**src/rtl/laplace_pkg.sv**
```systemverilog
// Shared types and helpers for the Laplace window generator.
// Pixel/cross-window typedefs and the counter-width helper.
package laplace_pkg;

    localparam int PIX_W_DEF = 8;

    typedef logic [PIX_W_DEF-1:0] pixel_t;

    typedef struct packed {
        pixel_t b;
        pixel_t d;
        pixel_t e;
        pixel_t f;
        pixel_t h;
    } cross_win_t;

    function automatic int cnt_w(input int n);
        return (n > 1) ? $clog2(n) : 1;
    endfunction

endpackage

```
**src/rtl/laplace_line_buffer.sv**
```systemverilog
// One image row of pixel storage, read-before-write on a shared column address.
// The read port is combinational so the old content is visible in the write cycle.
module laplace_line_buffer
    import laplace_pkg::*;
#(
    parameter int DEPTH = 64,
    parameter int PIX_W = PIX_W_DEF
) (
    input  logic                     clk,
    input  logic                     we,
    input  logic [cnt_w(DEPTH)-1:0]  addr,
    input  logic [PIX_W-1:0]         wdata,
    output logic [PIX_W-1:0]         rdata
);

    logic [PIX_W-1:0] mem_r [DEPTH];

    assign rdata = mem_r[addr];

    // Row storage write; contents need no reset since windows wait for a refill
    always_ff @(posedge clk) begin
        if (we) begin
            mem_r[addr] <= wdata;
        end
    end

endmodule

```
**src/rtl/laplace_window_gen.sv**
```systemverilog
// Raster pixel stream to 4-neighbour cross window for the Laplace stage.
// Optional macro LAPLACE_WIN_COORD_EN adds out_x/out_y centre-coordinate ports.
module laplace_window_gen
    import laplace_pkg::*;
#(
    parameter int IMG_W = 64,
    parameter int IMG_H = 64,
    parameter int PIX_W = PIX_W_DEF
) (
    input  logic                     clk,
    input  logic                     rst_n,
    input  logic                     in_valid,
    output logic                     in_ready,
    input  logic [PIX_W-1:0]         in_data,
    input  logic                     in_sof,
    output logic                     out_valid,
    input  logic                     out_ready,
    output logic [PIX_W-1:0]         b,
    output logic [PIX_W-1:0]         d,
    output logic [PIX_W-1:0]         e,
    output logic [PIX_W-1:0]         f,
    output logic [PIX_W-1:0]         h,
    output logic                     frame_done
`ifdef LAPLACE_WIN_COORD_EN
    ,
    output logic [cnt_w(IMG_W)-1:0]  out_x,
    output logic [cnt_w(IMG_H)-1:0]  out_y
`endif
);

    localparam int XW = cnt_w(IMG_W);
    localparam int YW = cnt_w(IMG_H);
    localparam logic [XW-1:0] X_LAST = XW'(IMG_W - 1);
    localparam logic [YW-1:0] Y_LAST = YW'(IMG_H - 1);

    logic [XW-1:0]    x_r, cur_x_s;
    logic [YW-1:0]    y_r, cur_y_s;
    logic             accept_s, win_s, last_s;
    logic [PIX_W-1:0] lb0_rd_s, lb1_rd_s;
    logic [PIX_W-1:0] up_r, live_r;
    logic [PIX_W-1:0] mid_r [2];
    logic [PIX_W-1:0] b_r, d_r, e_r, f_r, h_r;
    logic             out_valid_r, last_r, frame_done_r;

    assign in_ready   = !out_valid_r || out_ready;
    assign out_valid  = out_valid_r;
    assign b          = b_r;
    assign d          = d_r;
    assign e          = e_r;
    assign f          = f_r;
    assign h          = h_r;
    assign frame_done = frame_done_r;

    // Coordinate of the incoming pixel; in_sof restarts the frame at (0,0)
    always_comb begin
        cur_x_s = x_r;
        cur_y_s = y_r;
        if (in_sof) begin
            cur_x_s = '0;
            cur_y_s = '0;
        end else begin
            cur_x_s = x_r;
            cur_y_s = y_r;
        end
        accept_s = in_valid && in_ready;
        win_s    = accept_s && (cur_x_s >= XW'(2)) && (cur_y_s >= YW'(2));
        last_s   = (cur_x_s == X_LAST) && (cur_y_s == Y_LAST);
    end

    // LB1 holds row y-1; its old content at column x shifts down into LB0 (row y-2)
    laplace_line_buffer #(.DEPTH(IMG_W), .PIX_W(PIX_W)) u_lb1 (
        .clk   (clk),
        .we    (accept_s),
        .addr  (cur_x_s),
        .wdata (in_data),
        .rdata (lb1_rd_s)
    );

    laplace_line_buffer #(.DEPTH(IMG_W), .PIX_W(PIX_W)) u_lb0 (
        .clk   (clk),
        .we    (accept_s),
        .addr  (cur_x_s),
        .wdata (lb1_rd_s),
        .rdata (lb0_rd_s)
    );

    // Raster position of the next pixel to be accepted
    always_ff @(posedge clk or negedge rst_n) begin
        if (!rst_n) begin
            x_r <= '0;
            y_r <= '0;
        end else if (accept_s) begin
            if (cur_x_s == X_LAST) begin
                x_r <= '0;
                y_r <= (cur_y_s == Y_LAST) ? '0 : cur_y_s + YW'(1);
            end else begin
                x_r <= cur_x_s + XW'(1);
                y_r <= cur_y_s;
            end
        end
    end

    // Column taps: after an accept at column x each tap holds column x (mid_r[1]: x-1)
    always_ff @(posedge clk or negedge rst_n) begin
        if (!rst_n) begin
            up_r     <= '0;
            mid_r[0] <= '0;
            mid_r[1] <= '0;
            live_r   <= '0;
        end else if (accept_s) begin
            up_r     <= lb0_rd_s;
            mid_r[0] <= lb1_rd_s;
            mid_r[1] <= mid_r[0];
            live_r   <= in_data;
        end
    end

    // Output window register; loads on a completing accept, clears on a drained handshake
    always_ff @(posedge clk or negedge rst_n) begin
        if (!rst_n) begin
            out_valid_r <= 1'b0;
            last_r      <= 1'b0;
            b_r         <= '0;
            d_r         <= '0;
            e_r         <= '0;
            f_r         <= '0;
            h_r         <= '0;
        end else if (win_s) begin
            out_valid_r <= 1'b1;
            last_r      <= last_s;
            b_r         <= up_r;
            d_r         <= mid_r[1];
            e_r         <= mid_r[0];
            f_r         <= lb1_rd_s;
            h_r         <= live_r;
        end else if (out_ready) begin
            out_valid_r <= 1'b0;
        end
    end

    // One-cycle pulse once the bottom-right interior window is taken
    always_ff @(posedge clk or negedge rst_n) begin
        if (!rst_n) begin
            frame_done_r <= 1'b0;
        end else begin
            frame_done_r <= out_valid_r && out_ready && last_r;
        end
    end

`ifdef LAPLACE_WIN_COORD_EN
    logic [XW-1:0] out_x_r;
    logic [YW-1:0] out_y_r;

    assign out_x = out_x_r;
    assign out_y = out_y_r;

    // Window centre coordinate, captured alongside the window pixels
    always_ff @(posedge clk or negedge rst_n) begin
        if (!rst_n) begin
            out_x_r <= '0;
            out_y_r <= '0;
        end else if (win_s) begin
            out_x_r <= cur_x_s - XW'(1);
            out_y_r <= cur_y_s - YW'(1);
        end
    end
`endif

endmodule
```
**config.mk**
```make
export PLATFORM = sky130hd
export DESIGN_NAME = laplace_window_gen
export DESIGN_NICKNAME = d
export VERILOG_FILES = /design/src/rtl/laplace_pkg.sv /design/src/rtl/laplace_line_buffer.sv /design/src/rtl/laplace_window_gen.sv
export SDC_FILE = /design/constraint.sdc
export NUM_CORES = 1
export LEC_CHECK = 0
export CORE_UTILIZATION = 25
export DETAILED_ROUTE_END_ITERATION = 8
export GPL_TIMING_DRIVEN = 1
export PLACE_DENSITY = 0.48
export RECOVER_POWER = 100
export SYNTH_ARGS = -nofsm -noshare
export SYNTH_HDL_FRONTEND = slang
export SYNTH_SLANG_ARGS = --single-unit
```
**constraint.sdc**
```tcl
create_clock -name clk -period 4.8 [get_ports clk]
set_input_delay 0.48 -clock clk [delete_from_list [all_inputs] [get_ports clk]]
set_output_delay 0.48 -clock clk [all_outputs]
set_load 0.1 [all_outputs]
```
==> flow_metrics.env, run 1 <==
export IMPL_finalWorstSetupSlack_ps=37.86
export IMPL_fin_nets=2909
export IMPL_place_hpwl_mm=99.31
export IMPL_power_static_leakage_nw=17.22
export IMPL_yosysSeqAreaShare_pct=74.84
export IMPL_die_w_um=421.5
export IMPL_viasPerCell=4.997
export IMPL_max_slew_margin_pct=-189.7
export IMPL_async_flop_share_pct=7.831
export IMPL_fillers=17320
export IMPL_drive_above_1_share_pct=17.16
export IMPL_drv_slew=645
export IMPL_crit_arrival_ps=5390
export IMPL_num_vias=26610
export IMPL_final_seq_area_um2=32940
export IMPL_port_buffers=55
export IMPL_cts_tree="built"
export IMPL_preCtsSetupSlack_ps=-343.3
export IMPL_worst_pin_slew_ps=4345
export IMPL_grt_pass1_vias=25610
export IMPL_clkTransAtPathRegs_ps=60
export IMPL_initial_core_util_pct=25.23
export IMPL_violations="capacitance limit, slew limit"
export IMPL_place_congestion=0.9066
export IMPL_drv_cap=21
export IMPL_first_pass_iters=5
export IMPL_fmax_ghz=0.2100
export IMPL_min_path_type="input port to flip-flop"
export IMPL_cts_root_buf="clkbuf_16"
export IMPL_io_pins=56
export IMPL_postSynthAreaPerCell_um2=16.58
export IMPL_critPathMaxFanout=44
export IMPL_fin_crit_sh_pct=99.21
export IMPL_htreeDepth=3
export IMPL_irDropWorstVdd_mv=0.2894
export IMPL_crit_required_ps=5420
export IMPL_power_per_cell_area_nw_per_um2=439.3
export IMPL_setup_viol=0
export IMPL_hold_viol_final=0
export IMPL_clk_latency_ps=760
export IMPL_first_iter_violations=3183
export IMPL_rsz0062_at_grt="false"
export IMPL_netlist_area_um2=43990
export IMPL_antenna_found_initial=4
export IMPL_synth_edf_count=1024
export IMPL_yosys_warnings=0
export IMPL_syn_to_final_growth_pct=18.59
export IMPL_clkSinkCount=1111
export IMPL_drc=0
export IMPL_worstSetupPathType="flip-flop to flip-flop"
export IMPL_ff2ff_setup_slack_ps=40
export IMPL_ys_ff_latch=1111
export IMPL_grt_overflow_total=0
export IMPL_skew_ps=32.77
export IMPL_routed_wl_mm=156.9
export IMPL_multi_input_area_um2=10200
export IMPL_cts_buffers=121
export IMPL_wire_per_inst_um=29.48
export IMPL_die_area_um2=177700
export IMPL_fin_util_pct=29.92
export IMPL_coreArea_um2=174400
export IMPL_outcome="finished, violations left"
export IMPL_floorplan_rows=153
export IMPL_clock_path_buffers=3
export IMPL_die_h_um=421.5
export IMPL_start_kind="flip-flop"
export IMPL_syn_nets=2671
export IMPL_synthesis_instances=2654
export IMPL_grt_pass1_wl_mm=216.0
export IMPL_post_route_min_period_ps=4762
export IMPL_drtAntennaViolNets=0
export IMPL_crit_path_end_kind="flip-flop"
export IMPL_track_usage_pct=17.21
export IMPL_yosysUniqueCellTypes=80
export IMPL_grt_max_degree=67
export IMPL_synth_top_flop_cell="edfxtp_1"
-- path summary, 6_finish.rpt --
check                                  end  depth (start not counted)      start
worst max-delay path                  f[0]                          8     x_r[2]
worst min-delay path            frame_done                          2  out_ready
worst max register to register        f[0]                          8     x_r[2]
worst min register to register   live_r[6]                          2  live_r[6]
max in group asynchronous           x_r[1]                          3      rst_n
min in group asynchronous             h[3]                          2      rst_n
-- flip-flops by register name, summed over array words and instances (netlist names) --
name,cells
b,8
d,8
e,8
f,8
frame_done,1
h,8
last_r,1
live_r,8
mid_r,16
out_valid,1
u_lb0.mem_r,512
u_lb1.mem_r,512
up_r,8
x_r,6
y_r,6
-- synth_stat cells (11+ instances only) --
cell type | number | share of area (%)
nand3_1 | 20 | 0.23
buf_2 | 64 | 0.73
nor3_1 | 15 | 0.17
mux2i_1 | 201 | 4.6
nor2b_1 | 18 | 0.26
a221oi_1 | 32 | 0.64
nand3b_1 | 50 | 0.85
clkbuf_1 | 69 | 0.59
a31oi_1 | 13 | 0.18
a222oi_1 | 12 | 0.27
nor2_1 | 125 | 1.1
a21oi_1 | 99 | 1.1
and3b_1 | 22 | 0.44
buf_4 | 22 | 0.38
mux4_2 | 29 | 1.5
nor3b_1 | 11 | 0.19
a221o_1 | 15 | 0.34
nand2b_1 | 18 | 0.26
a41oi_1 | 20 | 0.40
or3b_2 | 11 | 0.22
nand2_1 | 139 | 1.2
o22a_1 | 30 | 0.60
o21ai_0 | 100 | 1.1
a22oi_1 | 33 | 0.56
a2111oi_0 | 13 | 0.26
o221ai_1 | 15 | 0.30
o2bb2ai_1 | 12 | 0.24
and2_1 | 11 | 0.16
dfrtp_1 | 87 | 4.9
buf_1 | 12 | 0.10
edfxtp_1 | 1024 | 70
o22ai_1 | 51 | 0.73
and3_1 | 11 | 0.16
a211oi_1 | 11 | 0.19
mux2_2 | 87 | 2.2
a22o_1 | 17 | 0.34
-- cell families after synthesis --
kind of cell    synth area share, %
compound gates                8.398
buf+inv                       2.221
flops                         74.84
mux                           8.285
xor+xnor                    0.01991
fa+ha+maj                    0.1138
simple gates                  6.120
-- cell type report --
| type | instances | area share, % |
|---|---|---|
| clock buffers | 155 | 6.386 |
| clock inverters | 71 | 1.285 |
| inverters | 8 | 0.05756 |
| multi-input cells | 1355 | 19.55 |
| diodes | 4 | 0.01919 |
| flip-flops and latches | 1111 | 63.13 |
| repair buffers | 295 | 3.988 |
| well taps | 2325 | 5.576 |
-- report_power, final --
group	internal (W)	total [W]	switching (W)
registers	0.0109	0.0110	0.000138
logic	0.000702	0.00247	0.00177
clock network	0.00552	0.00942	0.00390
total	0.0171	0.0229	0.00581
-- layout by cell type, fill, tap and decap left out, types with 32 or more instances in the layout --
cell,count
a21oi_1,99
a221oi_1,32
a22oi_1,33
buf_4,115
clkbuf_1,103
clkbuf_16,126
clkbuf_2,34
dfrtp_1,84
dlygate4sd3_1,44
edfxtp_1,1024
mux2_2,87
mux2i_1,201
nand2_1,139
nand3b_1,50
nor2_1,119
o21ai_0,100
o22ai_1,51
-- metal layers --
layer / track usage (%) / vias up / wire, um
li1: - / 11100 / -
met1: 23.75 / 14050 / 68020
met2: 26.89 / 1190 / 71350
met3: 2.901 / 263 / 11090
met4: 6.715 / 4 / 6436
met5: 0 / - / 29
-- critical path, cell delays in order, from the launching register on --
cell	delay, ps
dfrtp_4	760
or3b_2	830
buf_4	430
o22ai_1	110
a2111o_1	450
a2111oi_2	720
nand4_1	560
clkbuf_1	390
mux2_2	340
-- metrics by stage --
stage	hold WS, ps	setup TNS [ps]	power [W]	cell area, um2	std cells
floorplan	184.4	0	0.01240	43990	2654
global placement	456.2	-20480	0.01369	48600	5093
detailed placement	459.2	-19810	0.01370	48600	5093
CTS	263.2	0	0.02308	52620	5320
global route	356.8	0	0.02349	52160	5320
finish	365.7	0	0.02292	52170	5324
-- what timing repair did --
item                       4_1_cts  5_1_grt
resized for setup                1        0
setup endpoints to repair       66        0
hold endpoints to repair        37        0
buffers inserted                 0        0
hold buffers                     1        0
(Power assumes the default switching activity.)
==> run 2: changes to the inputs <==
- MAX_ROUTING_LAYER: default -> met4
==> run 2 against run 1 <==
The run still ends with capacitance limit, slew limit left. Sequential power about the same. Design area about the same. Wire length about the same.
==> flow_metrics.env, run 2 (synthesis gave the netlist of run 1 again) <==
export IMPL_place_congestion=0.9222
export IMPL_floorplan_rows=153
export IMPL_postCtsSetupBuffers=0
export IMPL_ff2ff_setup_slack_ps=10
export IMPL_start_kind="flip-flop"
export IMPL_place_hpwl_mm=99.31
export IMPL_crit_start="x_r[2]"
export IMPL_critPathMaxFanout=44
export IMPL_layout_common_cells="1024 x edfxtp_1, 201 x mux2i_1, 139 x nand2_1"
export IMPL_grt_overflow_total=0
export IMPL_first_pass_iters=6
export IMPL_die_area_um2=177700
export IMPL_grt_pass1_wl_mm=215.8
export IMPL_r2r_cells=7
export IMPL_first_iter_violations=3290
export IMPL_syn_to_final_growth_pct=18.54
export IMPL_reg2reg_to="u_lb0.mem_r[7][0]"
export IMPL_drtAntennaViolNets=0
export IMPL_drv_slew=625
export IMPL_fin_crit_sh_pct=99.70
export IMPL_final_common_cell="edfxtp_1"
export IMPL_worstSetupPathType="flip-flop to flip-flop"
export IMPL_drc=0
export IMPL_cts_tree="built"
export IMPL_crit_required_ps=5190
export IMPL_irDropWorstVdd_mv=0.2880
export IMPL_grt_max_degree=67
export IMPL_clkSinkCount=1111
export IMPL_wire_per_inst_um=29.45
export IMPL_clkTransAtPathRegs_ps=60
export IMPL_drive_above_1_share_pct=17.13
export IMPL_hold_ws_ps=357.9
export IMPL_setup_viol=0
export IMPL_reg2reg_from="x_r[2]"
export IMPL_port_buffers=55
export IMPL_max_slew_margin_pct=-190.6
export IMPL_violations="capacitance limit, slew limit"
export IMPL_antenna_found_initial=5
export IMPL_crit_arrival_ps=5180
export IMPL_reg_top3="u_lb0.mem_r: 512 flops, u_lb1.mem_r: 512 flops, mid_r: 16 flops"
export IMPL_routed_wl_mm=156.8
export IMPL_fmax_ghz=0.2090
export IMPL_endpoint="u_lb0.mem_r[7][0]"
export IMPL_worst_pin_slew_ps=4358
export IMPL_track_usage_pct=17.71
export IMPL_htreeDepth=3
export IMPL_fillers=17320
export IMPL_cts_root_buf="clkbuf_16"
export IMPL_min_path_type="input port to flip-flop"
export IMPL_num_vias=26580
export IMPL_die_w_um=421.5
export IMPL_viasPerCell=4.990
export IMPL_post_route_min_period_ps=4785
export IMPL_grt_pass1_vias=25580
export IMPL_fin_nets=2909
export IMPL_cts_buffers=121
export IMPL_power_per_cell_area_nw_per_um2=439.3
export IMPL_crit_path_end_kind="flip-flop"
export IMPL_power_w=0.02291
export IMPL_outcome="finished, violations left"
export IMPL_power_static_leakage_nw=17.16
export IMPL_hold_viol_final=0
export IMPL_initial_core_util_pct=25.23
export IMPL_clk_latency_ps=750
export IMPL_coreArea_um2=174400
export IMPL_skew_ps=30.26
export IMPL_drv_cap=20
export IMPL_clock_path_buffers=3
export IMPL_die_h_um=421.5
export IMPL_rsz0062_at_grt="false"
export IMPL_io_pins=56
[run 2: changes by cell type in the layout (fill, tap and decap cells not counted)]
| cell | change |
|---|---|
| clkbuf_1 | +2 |
| diode_2 | +2 |
| buf_2 | +1 |
| buf_4 | -1 |
| clkinv_1 | +1 |
| dlymetal6s2s_1 | -1 |
| dlymetal6s4s_1 | -1 |
| inv_2 | -1 |
| nor3_2 | +1 |
| nor3_4 | -1 |
[run 2: power by group]
part	total (W)	switching, W	internal [W]
registers	0.0110	0.000138	0.0109
logic	0.00247	0.00177	0.000701
clock network	0.00941	0.00390	0.00552
[run 2: repair_timing]
| action | 4_1_cts | 5_1_grt |
|---|---|---|
| setup endpoints to repair | 66 | 0 |
| hold buffers | 1 | 0 |
| resized for setup | 1 | 0 |
| hold endpoints to repair | 37 | 0 |
[run 2: worst min path at each step]
stage / from / to / slack [ps] / cells past startpoint
2_1_floorplan: rst_n / b[0] / 180 / 0
3_3_place_gp: live_r[1] / live_r[1] / 460 / 2
3_5_place_dp: live_r[6] / live_r[6] / 460 / 2
4_1_cts: rst_n / h[5] / 260 / 2
5_1_grt: out_ready / frame_done / 360 / 2
6_report: out_ready / frame_done / 360 / 2
[run 2: critical path, cell delays in order, from the launching register on]
cell and delay [ps]:
dfrtp_4 740, or3b_2 820, buf_4 430, o22ai_1 110, a2111o_1 440, a2111oi_2 730
nand4_1 580, clkbuf_2 470
[run 2: metal layers]
layer | track usage (%) | wire [um] | vias to the layer above
met3 | 2.811 | 11210 | 229
met5 | - | 0 | -
met4 | 6.406 | 5868 | 0
met1 | 23.77 | 67860 | 14040
met2 | 27.03 | 71900 | 1206
li1 | - | - | 11110
[run 2: final cells by class]
type                    instances  area [um2]  share of cell area [%]
diodes                          6       15.01                 0.02879
flip-flops and latches       1111       32940                   63.16
clock buffers                 155        3332                   6.389
repair buffers                295        2061                   3.951
well taps                    2325        2909                   5.578
inverters                       8       30.03                 0.05758
multi-input cells            1355       10200                   19.55
clock inverters                71       670.6                   1.286
[run 2: stage by stage]
stage	cells	setup WS, ps	setup TNS, ps	cell area, um2	utilization [%]
detailed placement	5093	-343.3	-19810	48600	27.87
CTS	5320	152.3	0	52620	30.17
global route	5323	45.72	0	52140	29.90
floorplan	2654	938.5	0	43990	-
global placement	5093	-352.3	-20480	48600	27.87
finish	5326	14.59	0	52150	29.90
==> run 3: changes to the inputs <==
- ABC_AREA: default -> 1
- CELL_PAD_IN_SITES_DETAIL_PLACEMENT: default -> 1
- CELL_PAD_IN_SITES_GLOBAL_PLACEMENT: default -> 2
- CTS_CLUSTER_SIZE: default -> 8
- PLACE_DENSITY: 0.48 -> 0.61
==> run 3 against run 2 <==
The flow still finishes with violations (capacitance limit, slew limit). Global-route usage up 0.053 points. Flip-flop and latch count unchanged. Hold slack got worse by 140 ps. Via count increased by 19%. Power is 8.2% higher. Die area grew 6.0%. Sequential share of layout area is 3.7 points lower. Critical path type is now input port to flip-flop. Maximum frequency rose by 16%. Final cell count is 35% higher. Register-to-register slack improved by 760 ps.
==> flow_metrics.env, run 3 <==
export IMPL_antenna_found_initial=8
export IMPL_synthesis_instances=4479
export IMPL_place_hpwl_mm=96.62
export IMPL_num_vias=31680
export IMPL_post_route_min_period_ps=4130
export IMPL_die_area_um2=188300
export IMPL_drtAntennaViolNets=0
export IMPL_hold_depth=3
export IMPL_clock_path_buffers=3
export IMPL_fin_util_pct=29.87
export IMPL_whs_endpoint="frame_done"
export IMPL_synth_area_leader_cell="edfxtp_1"
export IMPL_worstHoldStart="out_ready"
export IMPL_finalSetupTns_ps=0
export IMPL_synth_edf_count=1024
export IMPL_setup_viol=0
export IMPL_max_slew_margin_pct=-191.0
export IMPL_outcome="finished, violations left"
export IMPL_power_per_cell_area_nw_per_um2=447.8
export IMPL_grt_pass1_wl_mm=234.3
export IMPL_cts_root_buf="clkbuf_16"
export IMPL_cts_buffers=158
export IMPL_first_pass_iters=5
export IMPL_netlist_area_um2=46650
export IMPL_die_w_um=434.0
export IMPL_async_flop_share_pct=7.831
export IMPL_netlist_area_leader_share_pct=65.92
export IMPL_clkTransAtPathRegs_ps=50
export IMPL_layout_common_cells="2150 x nand2_1, 1024 x edfxtp_1, 387 x inv_1"
export IMPL_start_kind="input port"
export IMPL_floorplan_rows=158
export IMPL_drv_slew=674
export IMPL_synth_top_flop_cell="edfxtp_1"
export IMPL_grt_max_degree=88
export IMPL_routed_wl_mm=161.7
export IMPL_fin_crit_sh_pct=86.04
export IMPL_rsz0062_at_grt="false"
export IMPL_syn_to_final_growth_pct=18.72
export IMPL_yosys_top_cells_area="edfxtp_1 66%, nand2_1 17%, dfrtp_1 4.7%, inv_1 3.1%, nand3_1 2.3%"
export IMPL_power_static_leakage_nw=22.59
export IMPL_postCtsSetupBuffers=0
export IMPL_fmax_ghz=0.2421
export IMPL_wire_per_inst_um=22.43
export IMPL_htreeDepth=4
export IMPL_dpl_cell_count=6998
export IMPL_yosysMostFrequentCell="nand2_1"
export IMPL_worstSetupPathType="input port to flip-flop"
export IMPL_port_buffers=55
export IMPL_violations="capacitance limit, slew limit"
export IMPL_critPathMaxFanout=29
export IMPL_drive_above_1_share_pct=7.048
export IMPL_reg2reg_from="x_r[0]"
export IMPL_postSynthAreaPerCell_um2=10.42
export IMPL_drv_cap=20
export IMPL_r2r_cells=7
export IMPL_syn_nets=4496
export IMPL_drc=0
export IMPL_die_h_um=434.0
export IMPL_ff2ff_setup_slack_ps=770
export IMPL_worst_pin_slew_ps=4365
export IMPL_hold_viol_final=0
export IMPL_grt_pass1_vias=32500
export IMPL_coreArea_um2=185400
export IMPL_initial_core_util_pct=25.16
export IMPL_fin_nets=4696
export IMPL_place_congestion=0.8225
export IMPL_irDropWorstVdd_mv=0.3060
export IMPL_ys_ff_latch=1111
export IMPL_clkSinkCount=1111
export IMPL_track_usage_pct=17.77
export IMPL_yosys_warnings=0
export IMPL_hold_ws_ps=222.3
export IMPL_crit_arrival_ps=4520
export IMPL_final_cells=7208
export IMPL_yosysUniqueCellTypes=34
export IMPL_crit_required_ps=5190
export IMPL_first_iter_violations=2127
export IMPL_viasPerCell=4.395
export IMPL_cts_tree="built"
export IMPL_skew_ps=53.53
export IMPL_synthTopCellsByCount="2155 x nand2_1, 1024 x edfxtp_1, 383 x inv_1, 211 x nand3_1, 197 x nor2_1"
export IMPL_yosysSeqAreaShare_pct=70.58
export IMPL_io_pins=56
export IMPL_reg_top3="u_lb0.mem_r: 512 flops, u_lb1.mem_r: 512 flops, mid_r: 16 flops"
export IMPL_grt_overflow_total=0
export IMPL_final_common_cell="nand2_1"
export IMPL_reg2reg_to="u_lb0.mem_r[61][1]"
export IMPL_clk_latency_ps=820
export IMPL_crit_path_end_kind="flip-flop"
export IMPL_min_path_type="input port to flip-flop"
==> run 3: cell count changes in the layout (fill, tap and decap cells not counted), moves of 48 or more <==
cell,before,now
o211ai_1,3,69
a21oi_1,99,7
nand3_1,20,211
mux2_2,87,0
mux2i_1,201,0
o22ai_1,51,3
inv_1,5,387
nand2_1,139,2150
nor2_1,119,198
==> run 3: final cells by class <==
type / count / area [um2]
antenna: 3 / 7.507
clock buffer: 187 / 4084
clock inverter: 19 / 371.6
fill: 20950 / 130000
inverter: 391 / 1468
multi-input combinational: 2774 / 11360
sequential: 1111 / 32930
tap: 2480 / 3103
timing repair buffer: 243 / 2066
==> run 3: worst max path at each step <==
stage / from / endpoint / slack [ps] / depth (start not counted)
2_1_floorplan: out_valid / u_lb0.mem_r[18][0] / 1210 / 6
3_3_place_gp: in_sof / u_lb1.mem_r[57][3] / 370 / 7
3_5_place_dp: in_sof / b[5] / 390 / 12
4_1_cts: in_sof / b[5] / 1260 / 12
5_1_grt: in_sof / u_lb0.mem_r[23][6] / 570 / 10
6_report: in_sof / u_lb1.mem_r[26][2] / 670 / 8
==> run 3: report_power, final <==
part           switching (W)  internal [W]
logic                0.00264      0.000689
clock network        0.00431       0.00599
registers           0.000107        0.0111
==> run 3: metrics by stage <==
| stage | instance area [um2] | setup WS (ps) | power, W |
|---|---|---|---|
| 6_report | 55380 | 670.1 | 0.02480 |
| 5_1_grt | 55380 | 565.4 | 0.02570 |
| 4_1_cts | 55720 | 1257 | 0.02519 |
| 3_5_place_dp | 51260 | 392.2 | 0.01479 |
| 3_3_place_gp | 51260 | 371.6 | 0.01475 |
| 2_1_floorplan | 46650 | 1206 | 0.01322 |
==> run 3: repair_timing <==
| item | 4_1_cts | 5_1_grt |
|---|---|---|
| hold buffers | 1 | 0 |
| resized for setup | 0 | 0 |
| hold endpoints to repair | 58 | 0 |
==> run 3: cell families after synthesis <==
family / count (synthesis) / share of synthesized area [%]
AND/OR/NAND/NOR: 2609 / 21.86
adder cells (fa/ha/maj): 4 / 0.1073
buffers and inverters: 594 / 5.281
XOR/XNOR: 4 / 0.07511
flip-flops: 1111 / 70.58
AO/OA/AOI/OAI: 157 / 2.092
==> run 3: per-layer routing <==
metal / global-route usage, % / share of wire (%) / up-vias
met5: - / 0 / -
met4: 4.930 / 2.5 / 0
met2: 28.59 / 47 / 562
met3: 2.348 / 3.4 / 218
met1: 23.43 / 47 / 16020
li1: - / - / 14880
==> run 3: worst max-delay path, cell delays in order <==
cell and delay (ps):
dlygate4sd3_1 670, inv_1 450, nand2_8 220, nor2_1 360, buf_12 290, nand3_1 690
nor2_1 270, clkbuf_1 1030
